==> config.mk <==
export PLATFORM = sky130hd
export DESIGN_NAME = key_edge_sync
export DESIGN_NICKNAME = d
export VERILOG_FILES = /design/src/rtl/input_checker_key_edge_sync.sv
export SDC_FILE = /design/constraint.sdc
export NUM_CORES = 1
export LEC_CHECK = 0
export CORE_AREA = 2 2 39 41
export CTS_CLUSTER_SIZE = 12
export DETAILED_ROUTE_END_ITERATION = 12
export DIE_AREA = 0 0 41 43
export DONT_BUFFER_PORTS = 1
export SLEW_MARGIN = 20
export SYNTH_ARGS = -nofsm -noshare
export SYNTH_HDL_FRONTEND = slang
export SYNTH_SLANG_ARGS = --single-unit
==> constraint.sdc <==
create_clock -name clock -period 1.1 [get_ports clock]
set_input_delay 0.22 -clock clock [delete_from_list [all_inputs] [get_ports clock]]
set_output_delay 0.22 -clock clock [all_outputs]
set_load 0.02 [all_outputs]
==> src/rtl/input_checker_key_edge_sync.sv <==
// Two-flop synchronizer for the four active-low tile keys plus press detection:
// a press is a 1->0 transition of the synchronized level, so a held key fires once.
module key_edge_sync (
    input  logic       clock,
    input  logic       resetn,
    input  logic [3:0] keys,
    output logic [3:0] key_event
);

    logic [3:0] meta;
    logic [3:0] sync;
    logic [3:0] prev;

    always_ff @(posedge clock or negedge resetn) begin
        if (!resetn) begin
            meta <= '1;
            sync <= '1;
            prev <= '1;
        end else begin
            meta <= keys;
            sync <= meta;
            prev <= sync;
        end
    end

    assign key_event = prev & ~sync;

endmodule

==> metrics.md, run 1 <==
| Metric | Value |
|---|---|
| Failing checks | setup timing |
| Sink Count | 12 |
| H-tree levels | 1 |
| Bufs and invs on worst path | 0 |
| Row Count | 14 |
| P_leak | 0.000190 uW |
| Via count | 150 |
| Number of I/O port buffers | 0 |
| Synthesized area | 370 sq um |
| Worst-Margin Slew | 0.477 ns |
| Util after Layout | about a third |
| Total global-route track usage | about 6% |
| Most common cell after layout, fill and taps aside | dfstp_2 |
| CTS clock-pin slew for the worst setup and hold paths | 0.06 ns |
| Placed Cells | 32 |
| Die area | 0.00176 sq mm |
| Chip height | 43 microns |
| Gpl congestion | 0.574 |
| Critical Path, Cell by Cell | nor2b_4 |
| Post-route setup slack | -0.0867 ns |
| Post-synth cell types | 2 |
| Layout Skew | about 0.00018 ns |
| Hold WC Path Type | flop to flop |
| Synthesis-to-layout area growth | 25.0% |
| Fin. Hold Viols | 0 |
| Largest net degree at the start of global routing | 13 |
| Crit Path Max Fanout | 1 |
| Worst Setup Start Kind | flop |
| Layout Nets | 32 |
| Max-cap viol count | 0 |
| Syn_nets | 22 |
| Initial antenna violation count | 0 |
| DR vias/cell | approximately 3.8 |
| Seq cells post-synth | 12 |
| Worst path arrival time | 0.97 ns |
| Place WS | 0.183 ns |
| Final WL | 394 microns |
| Most frequent cells in the layout | dfstp_2, dlygate4sd3_1, nor2b_4 |
| PD cells | 1680 mW/mm^2 |
| Synth top area cells | dfstp_2, nor2b_4 |
| First-pass GRT wire length | 641 microns |
| Worst-Skew Late Latency | approximately 0.26 ns |
| Total power | approximately 800 uW |
| CP max stage cell | dfstp_2 |
| Yosys top cell area share | 85.1% |
| Post-synthesis sequential area ratio | 85.1% |
| Syn_area_per_cell | 23.1 sq um |
| Fmax | 0.843 GHz |
| Post-Syn Instances | 16 |
| Post-CTS sizing | 0 |
| CTS root buf | clkbuf_4 |
| Peak supply drop | about 0.00057 V |
| DR iter-0 viols | 0 |
| DR WL/cell | 9.85 microns |
| Slew Limit Headroom | 68.1% |
| Antenna cells | 0 |
| Hold_ws | 0.357 ns |
| Post-route ant nets | 0 |
| Status | finished, violations left |
| Endpoint class of the critical path | output pin |
| Vias in the first global route | 184 |
| CP max stage delay | just over 0.5 ns |
| Initial core utilization | a little over a quarter |
| Worst path top cell family by delay | flip-flops |
| Clock buffer count from CTS | 3 |
| Synthesis Warnings | 0 |
| Leading area contributor after synthesis | dfstp_2 |
| Period utilization | 108% |
| Share of layout cells above drive strength 1 | approximately four fifths |
| Die X | 41 microns |
| Post-Layout Cell Count | 40 |
| Drt pass-1 iters | 1 |
| RSZ-0062 raised after global routing | yes |
| Grt ovf | 0 |
| Total core area | about 0.0014 sq mm |
| Crit path time final | 1.19 ns |
| Worst Setup Path Type | flop to output pin |
| I/O pin cnt | 10 |
| Worst EP required | 0.88 ns |
| Drt drc | 0 |
| CTS Buffer Depth | 2 |
| Final setup violation count | 4 |
| CTS tree | yes |
| Slew Limit Fails | 0 |
==> synth_stat cells, drive strengths merged <==
| library cell | number |
|---|---|
| nor2b | 4 |
| dfstp | 12 |
==> metal layers <==
layer	vias to the layer above	wire length [microns]	global-route usage (%)
met1	78	145	4.88
li1	64	-	-
met3	0	27	1.57
met2	8	221	9.06
met4	0	0	8.00
met5	-	0	0
==> what timing repair did <==
action,4_1_cts,5_1_grt
hold buffers,5,0
pin swaps,0,0
hold endpoints to repair,16,0
setup buffers,0,0
setup endpoints to repair,4,4
==> cells by family (layout without fill, tap and decap cells) <==
kind of cell  after synthesis  in the layout  synth area share (%)
simple gates                4              4                  14.9
flops                      12             12                  85.1
buf+inv                     0              8                     0
==> stage by stage <==
stage | area (sq um) | setup TNS (ns)
floorplan | 370 | 0
detailed placement | 390 | 0
global placement | 390 | 0
global route | 463 | -0.486
CTS | 463 | -0.430
finish | 463 | -0.339
==> power breakdown <==
group	internal [uW]	total, uW	leakage (uW)	switching [uW]
registers	482	493	0.000126	11.6
clock network	126	241	0.0000138	115
logic	23.7	45.4	0.0000499	21.7
total	631	780	0.000190	148
==> state kept, by name, indices dropped and copies added, names as in the netlist <==
name and flops:
prev 4, meta 4, sync 4
==> worst paths after layout <==
kind | startpoint | endpoint | slack (ns) | cells after the start
worst max-delay path | prev[1] | key_event[1] | -0.09 | 1
worst min-delay path | meta[2] | sync[2] | 0.36 | 0
worst max register to register | sync[1] | prev[1] | 0.49 | 0
worst min register to register | meta[2] | sync[2] | 0.36 | 0
max in group asynchronous | resetn | meta[3] | 0.40 | 1
min in group asynchronous | resetn | sync[1] | 0.68 | 1
==> area by class of cell <==
class | instances | area (sq um)
Clock buffer | 3 | 22.5
Timing Repair Buffer | 5 | 50.0
Multi-Input combinational cell | 4 | 55.1
Sequential cell | 12 | 315
Tap cell | 16 | 20.0
Fill cell | 143 | 921
Note: power is estimated with default switching activity, not from simulation.
==> run 2, diff against run 1 <==
--- a/config.mk
+++ b/config.mk
@@ -5,10 +5,10 @@
 export SDC_FILE = /design/constraint.sdc
 export NUM_CORES = 1
 export LEC_CHECK = 0
-export CORE_AREA = 2 2 39 41
+export CORE_MARGIN = 2
+export CORE_UTILIZATION = 25
 export CTS_CLUSTER_SIZE = 12
 export DETAILED_ROUTE_END_ITERATION = 12
-export DIE_AREA = 0 0 41 43
 export DONT_BUFFER_PORTS = 1
 export SLEW_MARGIN = 20
 export SYNTH_ARGS = -nofsm -noshare
==> run 2 against run 1 <==
Against the previous run: the flow still finishes with violations (setup timing); non-clock buffer count stayed put; wire length is 16% higher; final area is 2.7% higher; total power is 12% higher; utilization is 1.8 points higher; critical path type unchanged; worst hold slack better by 0.0044 ns; clock skew is 0.0039 ns higher; clock power is 37% higher; first-iteration DRC count stayed put; largest cell class unchanged; register-to-register slack hardly changed; largest power group unchanged; die area is 2.4% higher.
==> metrics.md, run 2 (synthesized netlist as in run 1, its figures left out) <==
| Metric | Value |
|---|---|
| Biggest regs | meta: 4 flops, prev: 4 flops, sync: 4 flops |
| Max-cap viol count | 0 (unchanged) |
| WP depth | 1 (unchanged) |
| Worst Setup Start Kind | flop |
| P_leak | 0.000197 uW (+3.8%) |
| Critical Path, Cell by Cell | nor2b_4 |
| Internal | 706 uW (+12%) |
| Sequential power share | 56.7% (-6.6 points) |
| Synthesis-to-layout area growth | 28.4% |
| Worst-Margin Slew | 0.491 ns (+0.0142 ns) |
| Most frequent cells in the layout | dfstp_2, dlygate4sd3_1, nor2b_4 |
| Final setup violation count | 4 (unchanged) |
| Hold endpoint | sync[1] |
| CTS tree | yes |
| Hold_ws | 0.361 ns (+0.00438 ns) |
| Share of layout cells above drive strength 1 | 80.0% (+0.83 points) |
| Gpl congestion | 0.598 (+4.1%) |
| Drt drc | 0 (unchanged) |
| Bufs and invs on worst path | 0 (unchanged) |
| DR WL/cell | 11.5 microns (+16%) |
| RSZ-0062 raised after global routing | yes |
| Worst path arrival time | 0.98 ns (about the same) |
| DR vias/cell | 3.90 (+4.0%) |
| First-pass GRT wire length | 897 microns (+40%) |
| P_sw | 165 uW (+11%) |
| Endpoint class of the critical path | output pin |
| Post-CTS sizing | 0 (unchanged) |
| Vias in the first global route | 203 (+10%) |
| Most common cell after layout, fill and taps aside | dfstp_2 |
| Reg-to-reg startpoint | sync[0] |
| Comb pwr share | 5.3% (-0.5 points) |
| Postcts setup bufs | 0 (unchanged) |
| Via count | 156 (+4.0%) |
| Peak supply drop | 0.000737 V (+28%) |
| Chip height | 42.5 microns (-1.2%) |
| Worst-Skew Late Latency | 0.26 ns (about the same) |
| Clock buffer count from CTS | 3 (unchanged) |
| Reg2Reg Setup Slack | 0.49 ns (about the same) |
| Layout Skew | 0.00410 ns (+0.00392 ns) |
| Top layer in use | met3 |
| CTS clock-pin slew for the worst setup and hold paths | 0.07 ns (about the same) |
| Crit Path Max Fanout | 1 (unchanged) |
| Fmax | 0.833 GHz (-1.1%) |
| Worst EP required | 0.88 ns (about the same) |
| Failing checks | setup timing |
| Post-route ant nets | 0 (unchanged) |
| Hold WC Path Type | flop to flop |
| Initial core utilization | 27.4% (+0.67 points) |
| Antenna cells | 0 (unchanged) |
| Worst path top cell family by delay | flip-flops |
| Post-route setup slack | -0.100 ns (-0.0138 ns) |
| Clock share of power | 38.0% (+7.1 points) |
| Place WS | 0.179 ns (-0.00342 ns) |
| CP max stage delay | 0.52 ns (about the same) |
| Period utilization | 109% (+1.3 points) |
| I/O pin cnt | 10 (unchanged) |
| Routed wl met3 | 20 microns (-26%) |
| Worst hold stages | 0 (unchanged) |
| Met1 Wirelength | 191 microns (+32%) |
| Row Count | 13 (-1) |
| Final WL | 459 microns (+16%) |
| FF-to-FF End | prev[0] |
| CP max stage cell | dfstp_2 |
| Die area | 0.00181 sq mm (+2.4%) |
| H-tree levels | 1 (unchanged) |
| Status | finished, violations left |
| Largest net degree at the start of global routing | 13 (unchanged) |
| Total core area | 0.00135 sq mm (-2.4%) |
| Die X | 42.5 microns (+3.6%) |
| Slew Limit Fails | 0 (unchanged) |
| Cells on worst reg2reg path | 0 (unchanged) |
| CTS Buffer Depth | 2 (unchanged) |
| PD cells | 1830 mW/mm^2 (+8.8%) |
| Sink Count | 12 (unchanged) |
| Fin. Hold Viols | 0 (unchanged) |
| Crit path time final | 1.20 ns (+0.0138 ns) |
| Layout Nets | 32 (unchanged) |
| Switching share of power | 18.9% (-0.099 points) |
| Initial antenna violation count | 0 (unchanged) |
| CTS root buf | clkbuf_4 |
| Drt pass-1 iters | 1 (unchanged) |
| DR iter-0 viols | 0 (unchanged) |
| Worst Setup Path Type | flop to output pin |
| Total global-route track usage | 7.82% (+1.8 points) |
| Routed length on met2 | 247 microns (+12%) |
| Slew Limit Headroom | 67.1% (-0.95 points) |
| Number of I/O port buffers | 0 (unchanged) |
| Grt ovf | 0 (unchanged) |
| Hold path start | meta[1] |
## run 2: worst max path at each step
| stage | slack, ns | to | from |
|---|---|---|---|
| 2_1_floorplan | 0.20 | key_event[0] | prev[0] |
| 3_3_place_gp | 0.19 | key_event[1] | prev[1] |
| 3_5_place_dp | 0.18 | key_event[1] | prev[1] |
| 4_1_cts | -0.12 | key_event[1] | prev[1] |
| 5_1_grt | -0.15 | key_event[3] | prev[3] |
| 6_report | -0.10 | key_event[1] | prev[1] |
## run 2: repair_timing
action                                 4_1_cts  5_1_grt
setup endpoints to repair                    4        4
pin swaps                                    0        0
hold buffers                                 5        0
endpoints found under the hold margin       16        0
## run 2: cell type report
type | instances | area (sq um)
timing repair buffer | 5 | 50.0
tap | 15 | 18.8
fill | 136 | 875
sequential | 12 | 315
clock buffer | 4 | 36.3
multi-input combinational | 4 | 55.1
## run 2: per-stage QoR
step                cells  setup TNS, ns  total power, uW  instance area, sq um  utilization [%]
floorplan              16              0              522                   370                -
global placement       31              0              524                   389             28.8
detailed placement     31              0              527                   389             28.8
CTS                    40         -0.471              892                   475             35.2
global route           40         -0.584              924                   475             35.2
finish                 40         -0.382              871                   475             35.2
## run 2: power groups by stage
stage	Combinational, uW	Sequential, uW	Clock [uW]
6_report	45.9	494	331
5_1_grt	50.0	498	377
4_1_cts	46.8	494	352
3_5_place_dp	25.5	501	0
3_3_place_gp	25.4	499	0
2_1_floorplan	23.7	498	0
## run 2: routing by layer
layer	up-vias	track usage, %
met4	0	9.38
met2	8	10.5
met3	0	3.88
met5	-	0
li1	67	-
met1	81	7.92
